File: src/rtl/mips32_bitops_pkg.sv
// Shared definitions for the mips32 bit-manipulation unit.
// Optional feature macro: MIPS32_BITOPS_CLZ_EN (hardware count-leading-zeros).
package mips32_bitops_pkg;

    // Default datapath sizing
    localparam int WIDTH_DEF = 32;
    localparam int CNT_W_DEF = 6;

    // Operation encoding as presented on the op port
    localparam logic [1:0] OP_POPCNT = 2'b00;
    localparam logic [1:0] OP_SRL    = 2'b01;
    localparam logic [1:0] OP_SLL    = 2'b10;
    localparam logic [1:0] OP_CLZ    = 2'b11;

    // Control FSM states
    typedef enum logic [1:0] {
        S_IDLE = 2'b00,
        S_RUN  = 2'b01,
        S_DONE = 2'b10
    } state_t;

endpackage

File: src/rtl/mips32_bitops_iter.sv
// Combinational single-iteration step of the bit-manipulation unit.
// Optional feature macro: MIPS32_BITOPS_CLZ_EN (hardware count-leading-zeros).
module mips32_bitops_iter
    import mips32_bitops_pkg::*;
#(
    parameter int WIDTH = WIDTH_DEF,
    parameter int CNT_W = CNT_W_DEF
) (
    input  logic [1:0]       op,
    input  logic [WIDTH-1:0] shadow,
    input  logic [CNT_W-1:0] acc,
    input  logic [CNT_W-1:0] count,
    output logic [WIDTH-1:0] shadow_nxt,
    output logic [CNT_W-1:0] acc_nxt,
    output logic [CNT_W-1:0] count_nxt,
    output logic             finish
);

    // One step of the selected operation; state is left untouched unless the op advances it
    always_comb begin
        shadow_nxt = shadow;
        acc_nxt    = acc;
        count_nxt  = count;
        finish     = 1'b0;
        case (op)
            OP_POPCNT: begin
                acc_nxt    = acc + CNT_W'(shadow[0]);
                shadow_nxt = shadow >> 1;
                finish     = (shadow_nxt == '0);
            end
            OP_SRL: begin
                if (count != '0) begin
                    shadow_nxt = shadow >> 1;
                    count_nxt  = count - 1'b1;
                end
                finish = (count_nxt == '0);
            end
            OP_SLL: begin
                if (count != '0) begin
                    shadow_nxt = shadow << 1;
                    count_nxt  = count - 1'b1;
                end
                finish = (count_nxt == '0);
            end
            default: begin
`ifdef MIPS32_BITOPS_CLZ_EN
                // A set MSB ends the scan; an all-zero operand stops once acc hits WIDTH
                if (shadow[WIDTH-1]) begin
                    finish = 1'b1;
                end else begin
                    acc_nxt    = acc + 1'b1;
                    shadow_nxt = shadow << 1;
                    finish     = (acc_nxt == CNT_W'(WIDTH));
                end
`else
                // Unsupported op: finish immediately, the top flags the error
                finish = 1'b1;
`endif
            end
        endcase
    end

endmodule

File: src/rtl/mips32_bitops_unit.sv
// Multi-cycle bit-manipulation unit: POPCNT, SRL, SLL and optional CLZ, one bit per cycle.
// Handshakes: a transfer happens on a rising edge where valid && ready; the unit holds
// start_ready only in IDLE and holds res_valid plus all result fields stable until res_ready.
// Optional feature macro: MIPS32_BITOPS_CLZ_EN (hardware count-leading-zeros).
module mips32_bitops_unit
    import mips32_bitops_pkg::*;
#(
    parameter int WIDTH = WIDTH_DEF,
    parameter int CNT_W = CNT_W_DEF
) (
    input  logic             clk1,
    input  logic             rst_n,
    input  logic             start_valid,
    output logic             start_ready,
    input  logic [1:0]       op,
    input  logic [WIDTH-1:0] src_a,
    input  logic [4:0]       src_b,
    input  logic [4:0]       rd,
    output logic             res_valid,
    input  logic             res_ready,
    output logic [WIDTH-1:0] res_data,
    output logic [4:0]       res_rd,
    output logic             res_err,
    output logic             busy
);

    state_t           state, state_nxt;
    logic [1:0]       op_q;
    logic [WIDTH-1:0] shadow_q;
    logic [CNT_W-1:0] acc_q;
    logic [CNT_W-1:0] count_q;
    logic [4:0]       rd_q;

    logic [WIDTH-1:0] it_shadow;
    logic [CNT_W-1:0] it_acc;
    logic [CNT_W-1:0] it_count;
    logic             it_finish;
    logic             accept;

    assign accept = (state == S_IDLE) && start_valid;

    mips32_bitops_iter #(
        .WIDTH (WIDTH),
        .CNT_W (CNT_W)
    ) u_iter (
        .op         (op_q),
        .shadow     (shadow_q),
        .acc        (acc_q),
        .count      (count_q),
        .shadow_nxt (it_shadow),
        .acc_nxt    (it_acc),
        .count_nxt  (it_count),
        .finish     (it_finish)
    );

    // State register; reset aborts any operation in flight
    always_ff @(posedge clk1 or negedge rst_n) begin
        if (!rst_n) state <= S_IDLE;
        else        state <= state_nxt;
    end

    // Next-state logic
    always_comb begin
        state_nxt = state;
        case (state)
            S_IDLE:  if (start_valid) state_nxt = S_RUN;
            S_RUN:   if (it_finish)   state_nxt = S_DONE;
            S_DONE:  if (res_ready)   state_nxt = S_IDLE;
            default: state_nxt = S_IDLE;
        endcase
    end

    // Operand latch on accept, then one iteration per cycle while running
    always_ff @(posedge clk1 or negedge rst_n) begin
        if (!rst_n) begin
            op_q     <= OP_POPCNT;
            shadow_q <= '0;
            acc_q    <= '0;
            count_q  <= '0;
            rd_q     <= '0;
        end else if (accept) begin
            op_q     <= op;
            shadow_q <= src_a;
            acc_q    <= '0;
            count_q  <= CNT_W'(src_b);
            rd_q     <= rd;
        end else if (state == S_RUN) begin
            shadow_q <= it_shadow;
            acc_q    <= it_acc;
            count_q  <= it_count;
        end
    end

    assign start_ready = (state == S_IDLE);
    assign busy        = (state != S_IDLE);
    assign res_valid   = (state == S_DONE);

    // Result fields are driven only while the result is offered, zero otherwise
    always_comb begin
        res_data = '0;
        res_rd   = '0;
        res_err  = 1'b0;
        if (state == S_DONE) begin
            res_rd = rd_q;
            case (op_q)
                OP_POPCNT:       res_data = WIDTH'(acc_q);
                OP_SRL, OP_SLL:  res_data = shadow_q;
                default: begin
`ifdef MIPS32_BITOPS_CLZ_EN
                    res_data = WIDTH'(acc_q);
`else
                    res_err  = 1'b1;
`endif
                end
            endcase
        end
    end

endmodule

File: config.mk
export PLATFORM = sky130hd
export DESIGN_NAME = mips32_bitops_unit
export DESIGN_NICKNAME = d
export VERILOG_FILES = /design/src/rtl/mips32_bitops_pkg.sv /design/src/rtl/mips32_bitops_iter.sv /design/src/rtl/mips32_bitops_unit.sv
export SDC_FILE = /design/constraint.sdc
export NUM_CORES = 1
export LEC_CHECK = 0
export ABC_AREA = 1
export BUFFER_PORTS_ARGS = -buffer_cell sky130_fd_sc_hd__clkbuf_2
export CAP_MARGIN = 10
export CORE_MARGIN = 2
export CORE_UTILIZATION = 54
export CTS_CLUSTER_SIZE = 20
export DETAILED_ROUTE_END_ITERATION = 12
export HOLD_SLACK_MARGIN = 0.15
export PLACE_DENSITY = 0.87
export SLEW_MARGIN = 10
export SYNTH_ARGS = -nofsm -noshare
export SYNTH_HDL_FRONTEND = slang
export SYNTH_SLANG_ARGS = --single-unit
File: constraint.sdc
create_clock -name clk1 -period 5.22 [get_ports clk1]
set_input_delay 1.305 -clock clk1 [delete_from_list [all_inputs] [get_ports clk1]]
set_output_delay 1.305 -clock clk1 [all_outputs]
set_load 0.01 [all_outputs]
==> results of run 1 <==
-- layer usage --
layer / part of all wire / routed length [um] / track usage / vias up
met5: 0 / 0 / 0 / -
met4: 0.017 / 141 / 0.08944 / 0
met3: 0.060 / 515 / 0.04573 / 16
met2: 0.48 / 4100 / 0.3900 / 122
met1: 0.44 / 3773 / 0.3314 / 1569
li1: - / - / - / 1711
-- registers in the layout, summed over array words and instances (netlist names) --
register / count
acc_q: 6
count_q: 6
rd_q: 5
state: 2
op_q: 2
shadow_q: 32
-- cell type report --
cell class,instances,share of cell area
Tap cell,75,0.02398
Clock buffer,5,0.01759
Multi-Input combinational cell,332,0.4391
Clock inverter,3,0.004477
Timing Repair Buffer,90,0.1164
Inverter,62,0.05948
Sequential cell,53,0.3390
-- synthesized netlist by cell type, drive strengths merged, types with 2 or more instances --
cell      n  area share
nor2     28       0.035
o221ai    2      0.0051
o22ai     2      0.0037
inv      61       0.067
buf      10       0.018
o21ai    75        0.11
nand3    12       0.018
nand4     9       0.017
clkbuf   18       0.021
ha        9       0.033
o211ai   32       0.071
nor3     29       0.044
nand2   116        0.13
a21oi    13       0.022
dfrtp    53        0.39
-- how the worst max path moves through the flow --
stage                   end  slack [ns]
2_1_floorplan  res_data[11]        2.36
3_3_place_gp   shadow_q[30]        1.38
3_5_place_dp   shadow_q[10]        1.25
4_1_cts        res_data[29]        1.31
5_1_grt        res_data[29]        1.12
6_report       res_data[29]        1.25
-- cell usage in the layout (no fill, tap or decap), drive strengths merged --
| master | synthesis | routed |
|---|---|---|
| nor3 | 29 | 29 |
| a31oi | 1 | 1 |
| nand4 | 9 | 9 |
| or2 | 1 | 1 |
| and3 | 1 | 1 |
| nand2 | 116 | 116 |
| o211ai | 32 | 32 |
| o22ai | 2 | 2 |
| o221ai | 2 | 2 |
| a21oi | 13 | 13 |
| dfrtp | 53 | 53 |
| buf | 10 | 2 |
| clkbuf | 18 | 93 |
| clkinvlp | 0 | 1 |
| nand3 | 12 | 12 |
| inv | 61 | 61 |
| clkinv | 1 | 3 |
| ha | 9 | 9 |
| nor2 | 28 | 28 |
| o21ai | 75 | 75 |
| xor2 | 1 | 1 |
| o32ai | 1 | 1 |
-- critical path: cells and delay by family, from the launching register on --
kind                     cells  cell delay, ns
buffers and inverters        3            0.94
adder cells (fa/ha/maj)      1            0.42
flip-flops                   1            0.44
AND/OR/NAND/NOR              1            0.52
-- cell families after synthesis --
logic type	Yosys count	synth area share
simple gates	196	0.2516
buf+inv	90	0.1072
compound gates	126	0.2163
xor+xnor	1	0.002571
flops	53	0.3893
fa+ha+maj	9	0.03305
-- stage by stage --
step	total power, W	hold slack [ns]	area [um^2]
detailed placement	0.002217	0.5241	3826
CTS	0.002446	0.5416	3913
finish	0.002463	0.5388	3913
global placement	0.002147	0.5118	3826
floorplan	0.001915	0.4950	3407
global route	0.002716	0.5827	3913
-- power groups by stage --
stage          combinational [W]  sequential [W]  clock (W)
2_1_floorplan            0.00121        0.000705          0
3_3_place_gp             0.00142        0.000730          0
3_5_place_dp             0.00148        0.000737          0
4_1_cts                  0.00148        0.000730   0.000235
5_1_grt                  0.00170        0.000754   0.000257
6_report                 0.00149        0.000735   0.000236
==> summary by stage, run 1 <==
Status
The run finished with clean final reports.

STA
Dividing the final minimum period by the clock period gives 0.7600. The worst path needs 3.967 ns of the cycle, external delays included. The total count of max-transition violations in the final report is 0. At the pin with the least slew margin, the transition time is slightly above 1 ns. The number of hold-slack violations in the final timing report is 0. The final sum of negative setup slack is 0 ns. For this run, the top clock speed supported by timing is 252.1 MHz.

The final count of negative-setup-slack endpoints is 0. The tightest slew margin relative to the limit is 0.3177. The largest clock skew in the final design is 0.01372 ns.

Setup repair after global routing left no endpoint under its margin. The worst path meets setup with 1.253 ns of slack.

Floorplanning
The effective utilization at floorplan is 0.5654. The core region is approximately 0.0060 mm^2. The floorplan step defined a die boundary enclosing about 0.0070 mm^2.

The number of cell rows is 28. From left edge to right edge, the die measures 83.43 um. The number of I/O pins is 89. The die boundary height is about 83 um.

Global routing
The number of antenna violations at the first check in global routing is 0. In the global route stage, overall resource usage came out at 0.2437. The total overflow reported by the global router is 0. The wire length of the first global-routing pass is 13970 um. Entering global routing, the biggest net connects 74 pins. The number of global-route vias before repair is 3062.

Logic synthesis
Counting flops with a built-in enable in the synthesized netlist gives 0. The number of storage elements in the synthesis netlist is 53. Dividing the synthesized area by the synthesized cell count gives 7.173 um^2. The cell area that synthesis handed to floorplanning was roughly 0.0034 mm^2. The fraction of synthesis flops using an asynchronous set or reset pin is 1.000. The number of warnings issued by yosys is 0. The count of distinct cell types in the synthesized netlist is 30.

The top flip-flop cell by instance count after synthesis is sky130_fd_sc_hd__dfrtp_1. The cell count after synthesis is 475. The synthesized netlist net count is 532. For this run, the register share of the synthesized area comes to 0.3893.

Clocking
The count of instances resized after the clock tree is built is 0. Counting along the longest clock path gives a buffer depth of 2. Post-CTS timing repair inserted 0 buffers for setup. The count of clock tree sinks is 53. The tree is rooted in a sky130_fd_sc_hd__clkbuf_8.

The clock transition at the registers of the reported paths is 0.10 ns. The hold buffer count at CTS is 0. In this run, CTS created clock tree buffers numbering 5. The maximum level of the CTS H-tree is 2. The clock tree from TritonCTS is yes.

At the later pin of the worst-skew pair, clock insertion delay measures around 0.32 ns.

Finish
The antenna diode count is 0. The combined flip-flop and latch cell area is 0.001326 mm^2. The final net count is 601. In the final layout, the multi-input gates occupy 0.001718 mm^2.

The fraction of layout instances using a drive strength above 1 is 0.1982. Measured on the finished design, the core utilization comes to 0.6493. The number of inserted filler cells in the final layout is 530. Leaving out filler cells and counting taps, the final layout contains between 600 and 700. The area growth from synthesis to layout is 14.84%.

Run
Across the run, the number of max-cap violations was 0.

Pwr
The power share of the combinational group is 0.606. The power per unit of standard cell area is roughly 630 mW/mm^2. The power spent charging and discharging nets is 0.001277 W. The worst voltage drop across the vdd grid is 327.4 uV. Of the total power, registers draw 0.298. The internal power consumption is 0.001186 W. The static leakage is 1.943 nW. The share of total power dissipated in the clock network is 0.096.

Of the total power, the share spent switching nets is 0.5186.

Worst setup path
The required time at the worst-slack endpoint is 3.91 ns. The startpoint of the worst setup timing path is op_q[0]. The worst setup path is captured at an output port. The capture instance of the worst register-to-register path is shadow_q[20].

The critical path startpoint category is a register. The slowest cell on the critical path is sky130_fd_sc_hd__clkinv_1. In this run the worst path has a maximum fanout of 27.

Walking the worst path, the cells encountered are inv_1, ha_1, clkinv_1, nor3_1, clkbuf_2. In this run the critical register-to-register path is launched from op_q[0]. The critical path's largest stage delay is approximately 0.64 ns. The critical setup path kind is register to output port. The worst endpoint data arrival time is 2.66 ns. The reg2reg setup slack is 1.84 ns.

The depth of the worst register-to-register path is 11.

Route
The mean number of vias per cell is approximately 5.5. For this block, the initial DRC count from the detailed router was 345. The detailed router placed 3418 vias in this run. For this run, the detailed router's first-pass iteration total came to 4.

The routed design has 8531 um of wire. The remaining antenna violation count is 0. After detailed routing, the number of remaining DRC violations is 0. The average routed wire per standard cell is 13.76 um.

Worst hold path
The type of the tightest min-delay check is register to register. The number of stages on the worst hold path is 2. In this run the most critical hold path is launched from acc_q[5].

The destination of the worst hold path is acc_q[5].

Place
The global placement routability congestion is 0.8880. The sum of net half-perimeters after detailed placement is around 6000 um. Prior to clock tree synthesis, the placed netlist has a worst setup slack of between 1 and 1.5 ns.

After detailed placement, the design holds a cell count of 612. The quantity of I/O buffers inserted on ports is 88.
(Power assumes the default switching activity.)
==> inputs of run 2 (changes only) <==
CORE_UTILIZATION = 48   (was 54)
PLACE_DENSITY = 0.82   (was 0.87)
clock period = 3.4 ns   (was 5.22 ns; I/O delays follow)
==> run 2 against run 1 <==
Final area up 1.5%. Final cell count up 4.2%. First-iteration DRC count down 18%. Register-to-register slack worse by 0.74 ns. Sequential share of layout area down 0.49 points. Wire length up 1.4%. Combinational power up 58%. Hold slack better by 0.011 ns. Critical path depth unchanged. Clock-buffer cell count up 3. Clock skew down 0.0060 ns. Critical endpoint is now res_data[30].
==> summary by stage, run 2 (synthesis results as in run 1) <==
Route
The total via count in the routed design is 3506 (was 3418). The final routed wirelength across all metal layers is 8648 um (was 8531 um). The violation count after the first detailed-route iteration is 282 (was 345). The average routed wire per standard cell is 13.39 um (was 13.76 um). The remaining antenna violation count came to 0 (unchanged). The mean number of vias per cell is 5.427 (was 5.513). The total iterations of the first detailed-routing run is 5 (was 4). The remaining routing DRC violations is 0 (unchanged).

STA
The measured slew at the worst slew-check pin is 1.029 ns (was 1.022 ns). The final sum of negative setup slack is 0 ns (unchanged). The worst hold slack after final layout is 0.5495 ns (was 0.5388 ns).

The total count of max-transition violations in the final report is 0 (unchanged). The maximum achievable frequency is ~350 MHz. Unrepaired setup endpoints after global routing: false (unchanged). The number of hold-slack violations in the final timing report is 0 (unchanged). The largest clock skew in the final design is 0.007730 ns (was 0.01372 ns). The final count of negative-setup-slack endpoints was 0 (unchanged). The final critical-path required period is 2.896 ns. Of the available clock period, the critical path in the final layout requires 0.8518. The tightest slew margin relative to the limit is 0.3133 (was 0.3177).

Worst setup path
The startpoint of the worst setup timing path is state[1] (was op_q[0]). The endpoint type of the worst setup path is an output port (unchanged). The top cell family by delay on the critical path is buffers and inverters (unchanged). The worst reg2reg path startpoint is op_q[1] (was op_q[0]). The critical path startpoint category is a register (unchanged). The slowest cell on the critical path is sky130_fd_sc_hd__dfrtp_1 (was sky130_fd_sc_hd__clkinv_1). The required time at the worst-slack endpoint came to 2.55 ns (was 3.91 ns). The number of buffer and inverter instances along the worst setup path is 3 (unchanged).

Among the stages of the critical path, the cell type that occurs most often is sky130_fd_sc_hd__inv_1. The largest fanout of any net on the critical path is 33 (was 27). The worst endpoint data arrival time is 2.05 ns (was 2.66 ns). The critical setup path kind is register to output port (unchanged). The critical path's largest stage delay is 0.47 ns (was 0.64 ns). Sequence of cells on the critical path: inv_1, nor2_1, inv_1, nor3_1, clkbuf_2 (was inv_1, ha_1, clkinv_1, nor3_1, clkbuf_2).

Clocking
The clock transition at the registers of the reported paths came to 0.10 ns (about the same). The total CTS buffers is 5 (unchanged). The hold buffer count at CTS is 0 (unchanged).

The maximum level of the CTS H-tree is 2 (unchanged). The largest buffer count on any clock path is 2 (unchanged). The clock tree from TritonCTS was yes (unchanged). The count of instances resized after the clock tree is built is 0 (unchanged). The cell chosen for the clock root is sky130_fd_sc_hd__clkbuf_8 (unchanged). The clock insertion delay at the later pin of the skew report came to 0.31 ns (was 0.32 ns).

The number of setup buffers added after CTS is 0 (unchanged). The count of clock tree sinks is 53 (unchanged).

Floorplanning
The number of I/O pins is 89 (unchanged). The area of the die is 0.007788 mm^2 (was 0.006961 mm^2). The number of cell rows is 30 (was 28). The effective utilization at floorplan is 0.4987 (was 0.5654). The die boundary height is 88.25 um (was 83.43 um). The placeable core area is 0.006832 mm^2 (was 0.006026 mm^2). The horizontal die dimension was 88.25 um (was 83.43 um).

Finish
The final design utilization is 0.5811 (was 0.6493). The fraction of layout instances using a drive strength above 1 is 0.2000 (was 0.1982). The layout overhead on the synthesized area is 16.53% (was 14.84%). Leading registers by flop count: shadow_q (32), acc_q (6), count_q (6) (unchanged). The most flop-heavy register is shadow_q (unchanged). The flip-flop count of the largest register after layout is 32 (unchanged). The antenna diode count is 0 (unchanged). The final non-filler cell area was 0.003970 mm^2 (was 0.003913 mm^2). Commonest non-fill, non-tap cells in the layout: sky130_fd_sc_hd__nand2_1, sky130_fd_sc_hd__clkbuf_2, sky130_fd_sc_hd__o21ai_0 (unchanged).

The most common library cell in the layout ignoring fill and taps was sky130_fd_sc_hd__nand2_1 (unchanged). The final net count was 606 (was 601). The post-route non-filler standard cell count is 646 (was 620).

Global routing
The all-layer global routing usage is 0.2310 (was 0.2437). The largest net degree at the start of global routing is 63 (was 74). The total overflow reported by the global router is 0 (unchanged). The met2 capacity usage during global routing is 0.3896 (was 0.3900). The number of antenna violations at the first check in global routing was 0 (unchanged). The number of global-route vias before repair is 3296 (was 3062). The most used routing layer is met2 (unchanged).

The met3 routing resource usage after global routing is 0.04571 (was 0.04573). The fraction of met1 tracks used by global routing came to 0.3040 (was 0.3314). The wire length of the first global-routing pass is 14460 um (was 13970 um).

Place
The global placement routability congestion is 0.8493 (was 0.8880). The sum of net half-perimeters after detailed placement is 6273 um (was 6024 um). The post-placement cell count is 638 (was 612). The area of placed instances is 0.003890 mm^2 (was 0.003826 mm^2). The quantity of I/O buffers inserted on ports was 88 (unchanged).

Status
Result of the run: complete, no violations (unchanged).

Run
The max capacitance violation total is 0 (unchanged).

Worst hold path
The type of the tightest min-delay check is register to register (unchanged). The worst min-delay path startpoint is acc_q[5] (unchanged).

Pwr
The worst voltage drop across the vdd grid came to 538.2 uV (was 327.4 uV). The static leakage was 1.963 nW (was 1.943 nW). The power per unit of standard cell area came to 967.9 mW/mm^2 (was 629.5 mW/mm^2).
run 2: report_power, final:
group	total [W]	internal, W	leakage, nW	switching (W)
Sequential	0.00113	0.000940	0.658	0.000185
Combinational	0.00236	0.000774	1.27	0.00159
Clock	0.000356	0.000147	0.0395	0.000209
Total	0.00384	0.00186	1.96	0.00198
run 2: per-stage QoR:
step                total power, W  worst slack, ns
global route              0.004239           0.3158
floorplan                 0.002940           0.9997
detailed placement        0.003478           0.8748
CTS                       0.003835           0.5238
finish                    0.003843           0.5039
global placement          0.003358           0.9472
run 2: path summary, 6_finish.rpt:
kind                           endpoint  slack (ns)  cells after the start
max in group asynchronous       op_q[0]        1.93                      2
max reg2reg                shadow_q[18]        1.10                      7
min in group asynchronous       rd_q[2]        0.65                      1
min reg2reg                    acc_q[5]        0.55                      2
max                        res_data[30]        0.50                      5
min                            acc_q[5]        0.55                      2
run 2: tightest hold or removal path: cells and delay by family (launching register included):
| family | cells | cell delay [ns] |
|---|---|---|
| AO/OA/AOI/OAI | 1 | 0.06 |
| buffers and inverters | 1 | 0.07 |
| flip-flops | 1 | 0.39 |
run 2: metal layers:
layer	share of wire	vias to the layer above
li1	-	1728
met4	0.012	0
met2	0.47	145
met1	0.45	1623
met5	0	-
met3	0.074	10
run 2: cell type report:
type	instances	area, um^2
repair buffers	95	493.0
multi-input cells	332	1718
clock buffers	8	80.08
fillers	672	2861
well taps	96	120.1
inverters	62	232.7
flip-flops and latches	53	1326
==> inputs of run 3 (changes only) <==
CORE_UTILIZATION = 35   (was 48)
PLACE_DENSITY = 0.65   (was 0.82)
==> run 3 against run 2 <==
Register-to-register slack barely moved. Final cell count rose by 5.7%. Sequential share of layout area fell by 0.39 points. Fmax fell by 8.3%. Clock skew fell by 0.0025 ns. Sequential power barely moved. Clock power rose by 1%. Final area rose by 1.2%. Hold slack got worse by 0.0043 ns. Non-clock buffer count did not move. Critical path type unchanged.
==> summary by stage, run 3 (synthesis results as in run 1) <==
Global routing
The wire length of the first global-routing pass is 14830 um (was 14460 um). The met2 capacity usage during global routing is 0.3012 (was 0.3896). The largest net degree at the start of global routing is 63 (unchanged). The most used routing layer is met2 (unchanged). The number of global-route vias before repair is 3182 (was 3296). The fraction of met1 tracks used by global routing was 0.2298 (was 0.3040). The met3 routing resource usage after global routing is 0.02915 (was 0.04571). The all-layer global routing usage is 0.1752 (was 0.2310). The total overflow reported by the global router is 0 (unchanged).

The number of antenna violations at the first check in global routing is 0 (unchanged).

Clocking
The clock insertion delay at the later pin of the skew report is 0.31 ns (about the same). The count of instances resized after the clock tree is built is 0 (unchanged). The largest buffer count on any clock path is 2 (unchanged). The number of setup buffers added after CTS is 0 (unchanged). The clock transition at the registers of the reported paths was 0.09 ns (was 0.10 ns). The clock tree from TritonCTS is yes (unchanged). The maximum level of the CTS H-tree was 2 (unchanged). The count of clock tree sinks came to 53 (unchanged). The hold buffer count at CTS was 0 (unchanged).

The cell chosen for the clock root is sky130_fd_sc_hd__clkbuf_8 (unchanged). The total CTS buffers is 5 (unchanged).

Place
The sum of net half-perimeters after detailed placement is 6330 um (was 6273 um). The area of placed instances is 0.003936 mm^2 (was 0.003890 mm^2). The quantity of I/O buffers inserted on ports is 88 (unchanged).

The setup slack after placement came to 0.5418 ns (was 0.8748 ns). The global placement routability congestion was 0.8382 (was 0.8493).

Floorplanning
The number of cell rows is 36 (was 30). The area of the die is 0.01054 mm^2 (was 0.007788 mm^2). The die boundary height came to 102.7 um (was 88.25 um). The placeable core area is 0.009594 mm^2 (was 0.006832 mm^2). The horizontal die dimension was 102.7 um (was 88.25 um). The number of I/O pins is 89 (unchanged).

The effective utilization at floorplan is 0.3551 (was 0.4987).

Finish
The final net count was 606 (unchanged). Leading registers by flop count: shadow_q (32), acc_q (6), count_q (6) (unchanged). The antenna diode count is 0 (unchanged). The layout overhead on the synthesized area is 17.88% (was 16.53%).

Commonest non-fill, non-tap cells in the layout: sky130_fd_sc_hd__nand2_1, sky130_fd_sc_hd__clkbuf_2, sky130_fd_sc_hd__o21ai_0 (unchanged). The fraction of layout instances using a drive strength above 1 is 0.2000 (unchanged). The most flop-heavy register was shadow_q (unchanged). The flip-flop count of the largest register after layout is 32 (unchanged). The most common library cell in the layout ignoring fill and taps is sky130_fd_sc_hd__nand2_1 (unchanged). The final non-filler cell area is 0.004016 mm^2 (was 0.003970 mm^2).

Route
The mean number of vias per cell is 4.965 (was 5.427). The violation count after the first detailed-route iteration was 196 (was 282). The average routed wire per standard cell is 12.81 um (was 13.39 um). The remaining routing DRC violations was 0 (unchanged).

The total iterations of the first detailed-routing run is 4 (was 5). The total via count in the routed design is 3391 (was 3506). The final routed wirelength across all metal layers is 8752 um (was 8648 um). The remaining antenna violation count is 0 (unchanged).

STA
The final count of negative-setup-slack endpoints was 0 (unchanged). The minimum setup slack in the final design is 0.2434 ns (was 0.5039 ns). The maximum achievable frequency came to 316.8 MHz (was 345.3 MHz).

The final sum of negative setup slack is 0 ns (unchanged). The number of hold-slack violations in the final timing report is 0 (unchanged). The tightest slew margin relative to the limit is 0.2960 (was 0.3133). The total count of max-transition violations in the final report is 0 (unchanged).

The portion of the clock cycle consumed by the worst path in the final layout is 0.9284 (was 0.8518). Unrepaired setup endpoints after global routing: false (unchanged). The largest clock skew in the final design is 0.005205 ns (was 0.007730 ns). The final critical-path required period is 3.157 ns (was 2.896 ns). The worst hold slack after final layout came to 0.5452 ns (was 0.5495 ns).

The measured slew at the worst slew-check pin was 1.055 ns (was 1.029 ns).

Run
The max capacitance violation total is 0 (unchanged).

Worst setup path
The worst endpoint data arrival time was 2.31 ns (was 2.05 ns). The required time at the worst-slack endpoint was 2.55 ns (about the same). The critical setup path kind is register to output port (unchanged). The largest fanout of any net on the critical path is 16 (was 33).

The endpoint type of the worst setup path is an output port (unchanged). The critical path startpoint category is a register (unchanged).

Worst hold path
The type of the tightest min-delay check is register to register (unchanged).

Pwr
The power per unit of standard cell area is 949.1 mW/mm^2 (was 967.9 mW/mm^2). The static leakage is 1.963 nW (unchanged). The worst voltage drop across the vdd grid is 250.2 uV (was 538.2 uV).

Status
Result of the run: complete, no violations (unchanged).
[run 3: cell counts in the layout (fill, tap and decap cells not counted)]
No cell type changed its count.
[run 3: worst max-delay path, cell delays in order, from the launching register on]
cell and delay, ns:
sky130_fd_sc_hd__dfrtp_1 0.42, sky130_fd_sc_hd__inv_1 0.10, sky130_fd_sc_hd__ha_1 0.42, sky130_fd_sc_hd__clkinv_1 0.36, sky130_fd_sc_hd__buf_4 0.32, sky130_fd_sc_hd__nor3_1 0.20
sky130_fd_sc_hd__clkbuf_2 0.18
[run 3: worst paths after layout]
path / slack [ns] / cells past startpoint / from / end
max: 0.24 / 6 / op_q[0] / res_data[15]
min: 0.55 / 2 / rd_q[0] / rd_q[0]
max reg2reg: 1.09 / 7 / op_q[0] / shadow_q[9]
min reg2reg: 0.55 / 2 / rd_q[0] / rd_q[0]
max in group asynchronous: 2.27 / 2 / rst_n / shadow_q[6]
min in group asynchronous: 0.66 / 2 / rst_n / rd_q[2]
[run 3: layout make-up]
cell class                      instances  area [um^2]
Multi-Input combinational cell        332         1718
Clock buffer                            8        80.08
Sequential cell                        53         1326
Fill cell                            1045         5578
Timing Repair Buffer                   95        493.0
Inverter                               62        232.7
Tap cell                              133        166.4
[run 3: metrics by stage]
step / total power (W) / util / cells
finish: 0.003812 / 0.4186 / 683
global route: 0.004294 / 0.4186 / 683
CTS: 0.003854 / 0.4186 / 683
detailed placement: 0.003477 / 0.4103 / 675
global placement: 0.003423 / 0.4103 / 675
floorplan: 0.002940 / - / 475
[run 3: metal layers]
layer  share of wire  up-vias
met5               0        -
met4           0.012        0
met3           0.046        9
met2            0.49       77
met1            0.46     1580
li1                -     1725
[run 3: power breakdown]
part	internal (W)	switching, W	total (W)
combinational	0.000774	0.00156	0.00233
clock	0.000147	0.000213	0.000360
sequential	0.000940	0.000179	0.00112
total	0.00186	0.00195	0.00381
